[src/rtl/uart_tx_fifo_pkg.sv]
// Shared types for the FIFO-draining UART transmitter.
// Parity support is compiled in with UART_TX_PARITY_EN.
package uart_tx_fifo_pkg;

    typedef logic [7:0] data_t;

    localparam int DATA_BITS = 8;

    typedef enum logic [2:0] {
        S_IDLE  = 3'd0,
        S_START = 3'd1,
        S_DATA  = 3'd2,
        S_STOP  = 3'd3
`ifdef UART_TX_PARITY_EN
        , S_PARITY = 3'd4
`endif
    } tx_state_e;

`ifdef UART_TX_PARITY_EN
    function automatic logic parity_of(input data_t d, input logic odd);
        return (^d) ^ odd;
    endfunction
`endif

endpackage

[src/rtl/uart_tx_fifo_if.sv]
// Read port of a show-ahead FIFO as seen by its consumer.
// master = FIFO side, slave = transmitter side.
interface uart_tx_fifo_if;
    import uart_tx_fifo_pkg::*;

    logic  fifo_empty;
    data_t fifo_data;
    logic  fifo_en;

    modport master (
        output fifo_empty,
        output fifo_data,
        input  fifo_en
    );

    modport slave (
        input  fifo_empty,
        input  fifo_data,
        output fifo_en
    );

endinterface

[src/rtl/uart_tx_fifo_baud_tick.sv]
// Free-running bit-time down-counter; tick marks the last cycle of a bit.
// clear restarts a full bit period on the following cycle.
module uart_tx_fifo_baud_tick #(
    parameter int DIV = 868
) (
    input  logic clk,
    input  logic rst,
    input  logic clear,
    output logic tick
);

    localparam int W = (DIV > 2) ? $clog2(DIV) : 1;
    localparam logic [W-1:0] TOP = W'(DIV - 1);

    logic [W-1:0] cnt;

    always_ff @(posedge clk) begin
        if (rst) begin
            cnt <= '0;
        end else if (clear || cnt == '0) begin
            cnt <= TOP;
        end else begin
            cnt <= cnt - W'(1);
        end
    end

    assign tick = (cnt == '0);

endmodule

[src/rtl/uart_tx_fifo.sv]
// UART transmitter draining a show-ahead FIFO, LSB-first 8-bit frames.
// Define UART_TX_PARITY_EN to insert a parity bit after the data bits.
module uart_tx_fifo
    import uart_tx_fifo_pkg::*;
#(
    parameter int BAUD_DIV   = 868,
    parameter int STOP_BITS  = 1,
    parameter int PARITY_ODD = 0
) (
    input  logic               clk,
    input  logic               rst,
    input  logic               en,
    uart_tx_fifo_if.slave      fifo,
    output logic               tx,
    output logic               busy,
    output logic [15:0]        frame_count
);

    if (BAUD_DIV < 2 || STOP_BITS < 1 || STOP_BITS > 2 ||
        PARITY_ODD < 0 || PARITY_ODD > 1) begin : g_cfg_err
        $error("uart_tx_fifo: unsupported parameter set");
    end

    localparam logic [2:0] LAST_BIT = 3'(DATA_BITS - 1);

`ifdef UART_TX_PARITY_EN
    localparam tx_state_e AFTER_DATA = S_PARITY;
`else
    localparam tx_state_e AFTER_DATA = S_STOP;
`endif

    tx_state_e  state;
    tx_state_e  state_nx;
    data_t      shreg;
    logic [2:0] bit_cnt;
    logic       stop_cnt;
    logic       tick;
    logic       pop;
    logic       start_ok;
    logic       stop_last;
`ifdef UART_TX_PARITY_EN
    logic       par_bit;
`endif

    assign start_ok  = en && !fifo.fifo_empty;
    assign stop_last = (STOP_BITS == 1) || stop_cnt;

    uart_tx_fifo_baud_tick #(
        .DIV(BAUD_DIV)
    ) u_tick (
        .clk  (clk),
        .rst  (rst),
        .clear(pop),
        .tick (tick)
    );

    always_comb begin
        state_nx = state;
        pop      = 1'b0;
        unique case (state)
            S_IDLE: begin
                if (start_ok) begin
                    pop      = 1'b1;
                    state_nx = S_START;
                end
            end
            S_START: begin
                if (tick) state_nx = S_DATA;
            end
            S_DATA: begin
                if (tick && bit_cnt == LAST_BIT) state_nx = AFTER_DATA;
            end
`ifdef UART_TX_PARITY_EN
            S_PARITY: begin
                if (tick) state_nx = S_STOP;
            end
`endif
            S_STOP: begin
                if (tick && stop_last) begin
                    if (start_ok) begin
                        pop      = 1'b1;
                        state_nx = S_START;
                    end else begin
                        state_nx = S_IDLE;
                    end
                end
            end
            default: state_nx = S_IDLE;
        endcase
        // Reset wins over any start opportunity in the same cycle
        if (rst) begin
            pop      = 1'b0;
            state_nx = S_IDLE;
        end
    end

    always_comb begin
        tx = 1'b1;
        unique case (state)
            S_START:  tx = 1'b0;
            S_DATA:   tx = shreg[0];
`ifdef UART_TX_PARITY_EN
            S_PARITY: tx = par_bit;
`endif
            default:  tx = 1'b1;
        endcase
    end

    assign busy         = (state != S_IDLE);
    assign fifo.fifo_en = pop;

    always_ff @(posedge clk) begin
        if (rst) begin
            state       <= S_IDLE;
            shreg       <= '0;
            bit_cnt     <= '0;
            stop_cnt    <= 1'b0;
            frame_count <= '0;
`ifdef UART_TX_PARITY_EN
            par_bit     <= 1'b0;
`endif
        end else begin
            state <= state_nx;
            if (pop) begin
                shreg       <= fifo.fifo_data;
                bit_cnt     <= '0;
                stop_cnt    <= 1'b0;
                frame_count <= frame_count + 16'd1;
`ifdef UART_TX_PARITY_EN
                par_bit     <= parity_of(fifo.fifo_data, PARITY_ODD != 0);
`endif
            end else if (tick) begin
                if (state == S_DATA) begin
                    shreg   <= shreg >> 1;
                    bit_cnt <= bit_cnt + 3'd1;
                end
                if (state == S_STOP) begin
                    stop_cnt <= ~stop_cnt;
                end
            end
        end
    end

endmodule

[src/flat_wrapper.sv]
// flat-port wrapper written by rule: the top's interface ports become plain ports
module uart_tx_fifo_flat import uart_tx_fifo_pkg::*;
#(
    parameter int BAUD_DIV   = 868,
    parameter int STOP_BITS  = 1,
    parameter int PARITY_ODD = 0
)
  (clk, rst, en, tx, busy, frame_count, fifo_fifo_empty, fifo_fifo_data, fifo_fifo_en);
  uart_tx_fifo_if fifo_i ();
  input  logic clk;
  input  logic rst;
  input  logic en;
  output logic tx;
  output logic busy;
  output logic [15:0] frame_count;
  input wire logic [$bits(fifo_i.fifo_empty)-1:0] fifo_fifo_empty;
  input wire logic [$bits(fifo_i.fifo_data)-1:0] fifo_fifo_data;
  output wire logic [$bits(fifo_i.fifo_en)-1:0] fifo_fifo_en;
  assign fifo_i.fifo_empty = fifo_fifo_empty;
  assign fifo_i.fifo_data = fifo_fifo_data;
  assign fifo_fifo_en = fifo_i.fifo_en;
  uart_tx_fifo #(.BAUD_DIV(BAUD_DIV), .STOP_BITS(STOP_BITS), .PARITY_ODD(PARITY_ODD)) u_core (.clk(clk), .rst(rst), .en(en), .fifo(fifo_i), .tx(tx), .busy(busy), .frame_count(frame_count));
endmodule
[config.mk]
export PLATFORM = sky130hd
export DESIGN_NAME = uart_tx_fifo_flat
export DESIGN_NICKNAME = d
export VERILOG_FILES = /design/src/rtl/uart_tx_fifo_pkg.sv /design/src/rtl/uart_tx_fifo_if.sv /design/src/rtl/uart_tx_fifo_baud_tick.sv /design/src/rtl/uart_tx_fifo.sv /design/src/flat_wrapper.sv
export SDC_FILE = /design/constraint.sdc
export NUM_CORES = 1
export LEC_CHECK = 0
export BUFFER_PORTS_ARGS = -buffer_cell sky130_fd_sc_hd__buf_4
export CORE_UTILIZATION = 59
export DETAILED_ROUTE_END_ITERATION = 12
export MAX_ROUTING_LAYER = met4
export PLACE_DENSITY = 0.83
export RECOVER_POWER = 25
export SLEW_MARGIN = 20
export SYNTH_ARGS = -nofsm -noshare
export SYNTH_HDL_FRONTEND = slang
export SYNTH_HIERARCHICAL = 1
export SYNTH_SLANG_ARGS = --single-unit
[constraint.sdc]
create_clock -name clk -period 7.4 [get_ports clk]
set_input_delay 0.74 -clock clk [delete_from_list [all_inputs] [get_ports clk]]
set_output_delay 0.74 -clock clk [all_outputs]
set_load 0.005 [all_outputs]
==> results of run 1 <==
how the worst max path moves through the flow:
stage	slack (ns)	startpoint	depth (start not counted)	end
final	3.06	u_core/u_tick/cnt[2]	7	fifo_fifo_en
after global routing	2.69	u_core/u_tick/cnt[2]	7	fifo_fifo_en
after CTS	2.75	u_core/u_tick/cnt[2]	7	fifo_fifo_en
after detailed placement	3.13	u_core/u_tick/cnt[2]	7	fifo_fifo_en
after global placement	3.19	u_core/u_tick/cnt[2]	7	fifo_fifo_en
after floorplan	4.18	u_core/u_tick/cnt[2]	8	fifo_fifo_en
cell families (layout without fill, tap and decap cells):
group                    Yosys count  after routing
AO/OA/AOI/OAI                     43             43
XOR/XNOR                          11             11
adder cells (fa/ha/maj)            8              8
buffers and inverters             22             47
flip-flops                        39             39
multiplexers                       4              4
AND/OR/NAND/NOR                  100            100
layer usage:
layer | share of wire | GRT usage | vias to the layer above | wire length [um]
met5 | 0 | - | - | 0
li1 | - | - | 863 | -
met4 | 0.0059 | 0.0612 | 0 | 21
met3 | 0.047 | 0.0459 | 2 | 169
met1 | 0.50 | 0.302 | 756 | 1760
met2 | 0.45 | 0.360 | 42 | 1610
sequential cells by signal, summed over array words and instances (netlist names):
register            flops
u_core/u_tick/cnt      10
u_core/bit_cnt          3
u_core/state            2
u_core/frame_count     16
u_core/shreg            8
worst max-delay path: cells and delay by family (launching register included):
kind | cells | cell delay (ns)
AO/OA/AOI/OAI | 1 | 0.33
flip-flops | 1 | 0.37
AND/OR/NAND/NOR | 5 | 2.38
buffers and inverters | 1 | 0.20
final cells by class:
| type | count | area (um2) | share of cell area |
|---|---|---|---|
| clock buffers | 6 | 41.3 | 0.0188 |
| clock inverters | 2 | 12.5 | 0.00570 |
| well taps | 44 | 55.1 | 0.0251 |
| repair buffers | 30 | 225 | 0.103 |
| multi-input cells | 166 | 1050 | 0.477 |
| inverters | 9 | 33.8 | 0.0154 |
| flip-flops and latches | 39 | 781 | 0.356 |
power breakdown:
part / total (W) / internal, W / leakage (nW) / switching, W
sequential: 0.000287 / 0.000249 / 0.318 / 0.0000376
clock: 0.000103 / 0.0000367 / 0.0282 / 0.0000665
combinational: 0.000251 / 0.000110 / 0.472 / 0.000140
total: 0.000641 / 0.000396 / 0.818 / 0.000244
cells in the final DEF, fill, tap and decap left out, types with 2 or more instances in the layout:
cell      synthesis  layout
o21ai_0           5       5
or2_2             2       2
nand2b_1          2       2
xor2_1            2       2
a21oi_1          14      14
a31oi_1           2       2
nor3_1            6       5
nor4_1            6       6
a211oi_1          3       3
or4_1             6       6
xnor2_1           9       9
ha_1              8       8
inv_1             9       9
buf_4             0      16
nor4b_1           3       3
nand3_1          13      13
mux2i_1           4       4
nand2_1          18      18
nor2_1           28      28
nor3b_1           2       2
a311oi_1          9       9
or3_1             6       6
dfxtp_1          39      39
o31ai_1           5       5
nor2b_1           2       2
clkbuf_4          0      19
through the flow:
step / hold slack (ns) / utilization / power, W / instances
finish: 0.487 / 0.713 / 0.000641 / 296
global placement: 0.467 / 0.694 / 0.000534 / 288
floorplan: 0.448 / - / 0.000478 / 227
CTS: 0.486 / 0.711 / 0.000640 / 296
global route: 0.511 / 0.713 / 0.000692 / 296
detailed placement: 0.471 / 0.694 / 0.000537 / 288
cells in the mapped netlist (6+ instances only):
cell	instances
nand3_1	13
clkbuf_1	9
nand2_1	18
or3_1	6
dfxtp_1	39
nor3_1	6
nor4_1	6
a21oi_1	14
nor2_1	28
or4_1	6
xnor2_1	9
a311oi_1	9
inv_1	9
ha_1	8
==> run summary, run 1 <==
Status: finished, final reports clean
Top cell type's share of synthesized area: 0.406
Post-Syn Area: 1920 um2
Simple logic cell fraction of the synthesized area: 0.268
Die H: 59.1 um
Worst Path Max Fanout: 17
Setup CP Type: reg -> out
Origin of the critical flop-to-flop path: u_core/u_tick/cnt[2]
Post-route clock period utilization: 0.586
Hold buffers post-CTS: 0
Die area: 3490 um2
Complex-gate fraction of the synthesized area: 0.151
Htree depth: 2
Vias in the first global route: 1427
Max stage delay on crit path: 0.71 ns
Synth-to-Final Area Change: 14.2%
Pwr/cell area: 292 nW/um2
Synth area leaders: dfxtp_1 41%, nor2_1 5.5%, ha_1 5.2%
Tmin final: 4.34 ns
Pin count of the biggest net entering global routing: 39
Layout cells sized above 1: 0.167
Synth Flop Type: dfxtp_1
Design Area, Final: 2190 um2
Max-cap violations: 0
Number of library cell types mapped by synthesis: 39
Critical-path top delay cell: nor4_1
Hold Startpoint: u_core/frame_count[15]
Setup slack after layout: 3.06 ns
Hold Path Depth: 2
Pre-CTS setup slack: 3.13 ns
Synth Area in XOR/XNOR: 0.0501
Synth Area in Adders: 0.0521
Post_cts resized: 0
Seq/Total Area, Yosys: 0.406
Cts bufs inserted: 5
Endpoint, Worst Hold: u_core/frame_count[15]
DRC viols: 0
Antenna Cells: 0
Detailed Route Iter0 Violations: 105
Post-synth EDFFs: 0
FMAX: 230 MHz
Cells after Synth: 227
Worst r2r path cells: 9
Placed Area: 2140 um2
Area leader, netlist: dfxtp_1
CP Launch Type: flop
Vias post-DR: 1663
Row count: 20
Die width: 59.1 um
RSZ-0062 raised after global routing: false
Vias/cell: 5.62
Critical path arrival: 3.60 ns
Slew Viols, Final: 0
Main combinational cell family by area after synthesis: simple AND/OR/NAND/NOR gates
Synth Warn #: 6
Synth async-reset ratio: 0
Average size of a mapped cell: 8.47 um2
P_leak: 0.818 nW
Clock root buffer: clkbuf_4
Initial core utilization: 0.624
Core Region: 3080 um2
Clk sinks: 39
GR Overflow Total: 0
Crit. End Element: output pin
Finish-stage setup viols: 0
Clock transition at the registers of the reported paths: 0.11 ns
First-pass GRT wire length: 6010 um
Final Hold Fails: 0
Crit path cell chain: nor4_1 > nand2_1 > nor3_2 > a21oi_1 > or2_2 > nor2_1 > buf_4
DRT antenna net count: 0
WP data required: 6.66 ns
Syn_nets: 247
Antenna violations before repair: 0
First drt pass iteration count: 4
Synth Register Bits: 39
Avg WL per Cell: 12.0 um
Multiplexer share of the synthesized area: 0.0208
Worst-skew pair later-pin latency: 0.33 ns
RR Endpoint: u_core/u_tick/cnt[9]
Setup TNS: 0 ns
Gpl congestion: 0.856
Nets: 271
I/O pins: 31
Clock skew: 0.0110 ns
Total Routing Usage GR: 0.229
Worst vdd ir: 0.186 mV
Detailed Place HPWL: 2470 um
Worst Hold Class: reg -> reg
Max_slew headroom: 0.462
Detailed-route wire length: 3560 um
# fillers: 267
Clk buf depth: 2
Worst-Margin Slew: 0.800 ns
R2r setup slk: 3.80 ns
CTS tree: done
IO Port Bufs: 30
Post-CTS Setup Bufs: 0
Power figures use the tool's default switching activity.
==> run 2: changes to the inputs <==
--- a/config.mk
+++ b/config.mk
@@ -6,10 +6,10 @@
 export NUM_CORES = 1
 export LEC_CHECK = 0
 export BUFFER_PORTS_ARGS = -buffer_cell sky130_fd_sc_hd__buf_4
-export CORE_UTILIZATION = 59
+export CORE_UTILIZATION = 55
 export DETAILED_ROUTE_END_ITERATION = 12
 export MAX_ROUTING_LAYER = met4
-export PLACE_DENSITY = 0.83
+export PLACE_DENSITY = 0.78
 export RECOVER_POWER = 25
 export SLEW_MARGIN = 20
 export SYNTH_ARGS = -nofsm -noshare
==> constraint.sdc (replaced) <==
create_clock -name clk -period 4.4 [get_ports clk]
set_input_delay 0.44 -clock clk [delete_from_list [all_inputs] [get_ports clk]]
set_output_delay 0.44 -clock clk [all_outputs]
set_load 0.005 [all_outputs]
==> run 2 against run 1 <==
Net effect: non-clock buffer count up 1; total power up 79%; first-iteration DRC count down 32%; critical endpoint unchanged; clock power up 130%; via count up 2.0%; setup slack worse by 2.4 ns; die area up 7.0%; final area up 0.80%; hold slack worse by 0.16 ns.
==> run summary, run 2 (same netlist as run 1, synthesis figures left out) <==
Critical-path top delay cell: nor4_1
Nets: 272
Max_slew headroom: 0.490
Post-route clock period utilization: 0.840
DRC viols: 0
WP data required: 3.96 ns
Worst Hold Class: in -> reg
P_leak: 0.825 nW
Avg WL per Cell: 12.1 um
Synth-to-Final Area Change: 15.1%
Worst-Margin Slew: 0.758 ns
Clk pwr share: 0.208
Clock transition at the registers of the reported paths: 0.12 ns
Top cell by count, worst path: buf_4
Gpl congestion: 0.863
Core Region: 3340 um2
First-pass GRT wire length: 5670 um
Sw frac: 0.367
Antenna violations before repair: 0
Tmin final: 3.69 ns
Detailed Route Iter0 Violations: 71
RSZ-0062 raised after global routing: false
Initial core utilization: 0.576
I/O pins: 31
Vias post-DR: 1697
Clock root buffer: clkbuf_4
Finish-stage setup viols: 0
Commonest non-fill, non-tap cells in the layout: 39 x dfxtp_1, 28 x nor2_1, 18 x nand2_1
Worst-skew pair later-pin latency: 0.35 ns
Combinational Power Share: 0.370
DRT antenna net count: 0
Htree depth: 2
First drt pass iteration count: 4
Clk buf depth: 2
Final Hold Fails: 0
Detailed-route wire length: 3620 um
Critical path arrival: 3.25 ns
Number of flip-flops in the largest register: 16
Antenna Cells: 0
Vias in the first global route: 1351
Setup TNS: 0 ns
Crit. End Element: output pin
Post-CTS Setup Bufs: 0
Slew Viols, Final: 0
Die width: 61.1 um
Most common cell after layout, fill and taps aside: dfxtp_1
Status: finished, final reports clean
Pre-CTS setup slack: 1.09 ns
Total Routing Usage GR: 0.213
IO Port Bufs: 30
Max stage delay on crit path: 0.68 ns
Pwr/cell area: 518 nW/um2
Vias/cell: 5.68
Row count: 21
Internal power: 0.000725 W
GR Overflow Total: 0
Die area: 3730 um2
Worst Path Max Fanout: 17
Worst vdd ir: 0.324 mV
Setup CP Type: reg -> out
Die H: 61.1 um
Pin count of the biggest net entering global routing: 39
Post_cts resized: 0
Detailed Place HPWL: 2550 um
Layout cells sized above 1: 0.154
Switch Pwr: 0.000420 W
Cts bufs inserted: 5
Setup slack after layout: 0.706 ns
Hold buffers post-CTS: 0
Reg with most FFs: u_core/frame_count
CP Launch Type: flop
Clk sinks: 39
Crit path cell chain: nor4_1 > nand2_1 > nor3_1 > buf_4 > a21oi_1 > or2_2 > nor2_1 > buf_4
CTS tree: done
Clock skew: 0.0110 ns
Part of the power in registers: 0.422
FMAX: 271 MHz
Largest regs: u_core/frame_count x16, u_core/u_tick/cnt x10, u_core/shreg x8
Max-cap violations: 0
-- run 2: final cells by class --
cell class                      count  area (um2)
Fill cell                         293        1120
Multi-Input combinational cell    166        1040
Sequential cell                    39         781
Timing Repair Buffer               31         218
Tap cell                           46        57.6
Clock inverter                      3        43.8
Clock buffer                        5        37.5
Inverter                            9        33.8
-- run 2: final timing paths --
kind | to | from | slack [ns] | cells after the start
max | fifo_fifo_en | u_core/u_tick/cnt[2] | 0.71 | 8
min | u_core/shreg[7] | fifo_fifo_data[7] | 0.33 | 3
max reg2reg | u_core/u_tick/cnt[9] | u_core/u_tick/cnt[2] | 1.17 | 10
min reg2reg | u_core/frame_count[15] | u_core/frame_count[15] | 0.48 | 2
-- run 2: through the flow --
step | instances | power [W] | hold WS (ns) | utilization | area, um2
floorplan | 227 | 0.000804 | 0.448 | - | 1920
global placement | 291 | 0.000905 | 0.466 | 0.643 | 2150
detailed placement | 291 | 0.000911 | 0.469 | 0.643 | 2150
CTS | 299 | 0.00115 | 0.310 | 0.667 | 2230
global route | 299 | 0.00124 | 0.319 | 0.663 | 2210
finish | 299 | 0.00115 | 0.326 | 0.663 | 2210
-- run 2: power by group through the flow --
stage / Combinational, W / Clock (W) / Sequential, W
2_1_floorplan: 0.000330 / 0 / 0.000474
3_3_place_gp: 0.000417 / 0 / 0.000488
3_5_place_dp: 0.000421 / 0 / 0.000489
4_1_cts: 0.000424 / 0.000246 / 0.000481
5_1_grt: 0.000482 / 0.000261 / 0.000494
6_report: 0.000423 / 0.000239 / 0.000483
-- run 2: critical path: cells and delay by family, from the launching register on --
kind / cells / cell delay (ns)
DFF: 1 / 0.37
and+or+nand+nor: 5 / 1.95
AOI/OAI and AO/OA: 1 / 0.20
buffers and inverters: 2 / 0.40
-- run 2: per-layer routing --
metal / track usage / vias up / routed length [um]
met5: - / - / 0
met4: 0.0812 / 0 / 48
met3: 0.0630 / 5 / 141
met2: 0.329 / 29 / 1620
met1: 0.261 / 789 / 1810
li1: - / 874 / -
==> run 3: changes to the inputs <==
--- a/config.mk
+++ b/config.mk
@@ -6,10 +6,10 @@
 export NUM_CORES = 1
 export LEC_CHECK = 0
 export BUFFER_PORTS_ARGS = -buffer_cell sky130_fd_sc_hd__buf_4
-export CORE_UTILIZATION = 55
+export CORE_UTILIZATION = 50
 export DETAILED_ROUTE_END_ITERATION = 12
 export MAX_ROUTING_LAYER = met4
-export PLACE_DENSITY = 0.78
+export PLACE_DENSITY = 0.75
 export RECOVER_POWER = 25
 export SLEW_MARGIN = 20
 export SYNTH_ARGS = -nofsm -noshare
==> constraint.sdc (replaced) <==
create_clock -name clk -period 3.07 [get_ports clk]
set_input_delay 0.307 -clock clk [delete_from_list [all_inputs] [get_ports clk]]
set_output_delay 0.307 -clock clk [all_outputs]
set_load 0.005 [all_outputs]
==> run 3 against run 2 <==
Net effect: register-to-register slack lost 0.77 ns; total power increased by 54%; combinational power is 49% higher; final area up 3.1%; setup slack lost 0.49 ns; count of clock-buffer cells in the layout rose by 1; sequential power is 43% higher; highest routed layer unchanged.
==> run summary, run 3 (same netlist as run 1, synthesis figures left out) <==
P_leak: 0.861 nW
Synth-to-Final Area Change: 18.7%
First-pass GRT wire length: 6470 um
Antenna violations before repair: 0
I/O pins: 31
Critical-path top delay cell: or2_2
Commonest non-fill, non-tap cells in the layout: 39 x dfxtp_1, 27 x nor2_1, 18 x buf_4, 18 x nand2_1
Nets: 273
Setup slack after layout: 0.217 ns
Crit path cell chain: nor4_1 > nand2_1 > nor3_1 > a21oi_1 > or2_2 > nor2_4 > buf_4
Origin of the critical flop-to-flop path: u_core/u_tick/cnt[2]
Htree depth: 2
Final Hold Fails: 0
Pre-CTS setup slack: 0.266 ns
Die area: 4100 um2
GR Overflow Total: 0
Worst setup startpoint: u_core/u_tick/cnt[2]
Post-route clock period utilization: 0.929
Worst vdd ir: 0.421 mV
Clock root buffer: clkbuf_8
Cells after DPL: 294
Post-CTS Setup Bufs: 0
Family with the most delay on the worst path: simple AND/OR/NAND/NOR gates
Max_slew headroom: 0.619
Worst-Margin Slew: 0.571 ns
Initial core utilization: 0.525
Core Region: 3660 um2
Clock skew: 0.0105 ns
Post_cts resized: 1
Detailed-route wire length: 3710 um
Worst-skew pair later-pin latency: 0.29 ns
Clock transition at the registers of the reported paths: 0.07 ns
Clk sinks: 39
Vias post-DR: 1729
WP data required: 2.76 ns
Largest regs: u_core/frame_count x16, u_core/u_tick/cnt x10, u_core/shreg x8
Finish-stage setup viols: 0
Tmin final: 2.85 ns
Status: finished, final reports clean
Hold buffers post-CTS: 0
Setup CP Type: reg -> out
Most common cell after layout, fill and taps aside: dfxtp_1
Crit. End Element: output pin
Critical path arrival: 2.55 ns
Critical path buffers and inverters: 1
Avg WL per Cell: 12.3 um
Pin count of the biggest net entering global routing: 39
Detailed Place HPWL: 2530 um
Die width: 64.0 um
Row count: 22
Die H: 64.0 um
Worst Path Max Fanout: 17
FMAX: 350 MHz
Max-cap violations: 0
Worst Hold Class: in -> reg
Number of flip-flops in the largest register: 16
DRC viols: 0
Tot Pwr: 0.00176 W
Vias/cell: 5.73
CTS tree: done
Max stage delay on crit path: 0.50 ns
DRT antenna net count: 0
Gpl congestion: 0.813
Layout Utilization: 0.623
RSZ-0062 raised after global routing: false
Slew Viols, Final: 0
Clk buf depth: 2
Final Non-Filler Cells: 302
Setup TNS: 0 ns
Vias in the first global route: 1510
Detailed Route Iter0 Violations: 152
Pwr/cell area: 773 nW/um2
Cts bufs inserted: 5
Hold Startpoint: fifo_fifo_data[7]
CP Launch Type: flop
Reg with most FFs: u_core/frame_count
First drt pass iteration count: 5
Antenna Cells: 0
Total Routing Usage GR: 0.206
Layout cells sized above 1: 0.177
IO Port Bufs: 30
[run 3: changes by cell type in the layout (fill, tap and decap cells not counted), sizes merged]
cell / before / now
clkbuf: 19 / 20
clkinv: 2 / 1
buf: 17 / 18
[run 3: layout make-up]
class	instances	area [um2]
tap	48	60.1
inverter	9	33.8
fill	316	1380
clock buffer	6	82.6
multi-input combinational	166	1050
timing repair buffer	32	240
sequential	39	781
clock inverter	2	35.0
[run 3: per-layer routing]
| layer | global-route usage | wire, um | vias to the layer above | part of all wire |
|---|---|---|---|---|
| met4 | 0.0994 | 75 | 0 | 0.020 |
| met2 | 0.315 | 1660 | 49 | 0.45 |
| met1 | 0.257 | 1800 | 795 | 0.48 |
| met5 | - | 0 | - | 0 |
| met3 | 0.0446 | 180 | 9 | 0.048 |
| li1 | - | - | 876 | - |
[run 3: through the flow]
step           hold slack (ns)  cell area (um2)
2_1_floorplan            0.376             1920
3_3_place_gp             0.464             2160
3_5_place_dp             0.474             2160
4_1_cts                  0.258             2280
5_1_grt                  0.288             2280
6_report                 0.262             2280
[run 3: path summary, 6_finish.rpt]
check                                end  slack (ns)  cells past startpoint
setup / recovery            fifo_fifo_en        0.22                      7
hold / removal           u_core/shreg[7]        0.26                      3
setup reg to reg  u_core/frame_count[13]        0.40                      7
hold reg to reg          u_core/shreg[7]        0.48                      2
[run 3: worst register-to-register path, stage by stage, from the launching register on]
cell and delay (ns):
dfxtp_1 0.37, nor4_1 0.36, nand2_1 0.13, nor3_1 0.27, a21oi_1 0.25, or3_1 0.56, or4_1 0.54, a21oi_1 0.14
[run 3: power breakdown]
group | switching [W] | internal [W]
clock | 0.000177 | 0.000263
sequential | 0.0000908 | 0.000601
combinational | 0.000346 | 0.000284
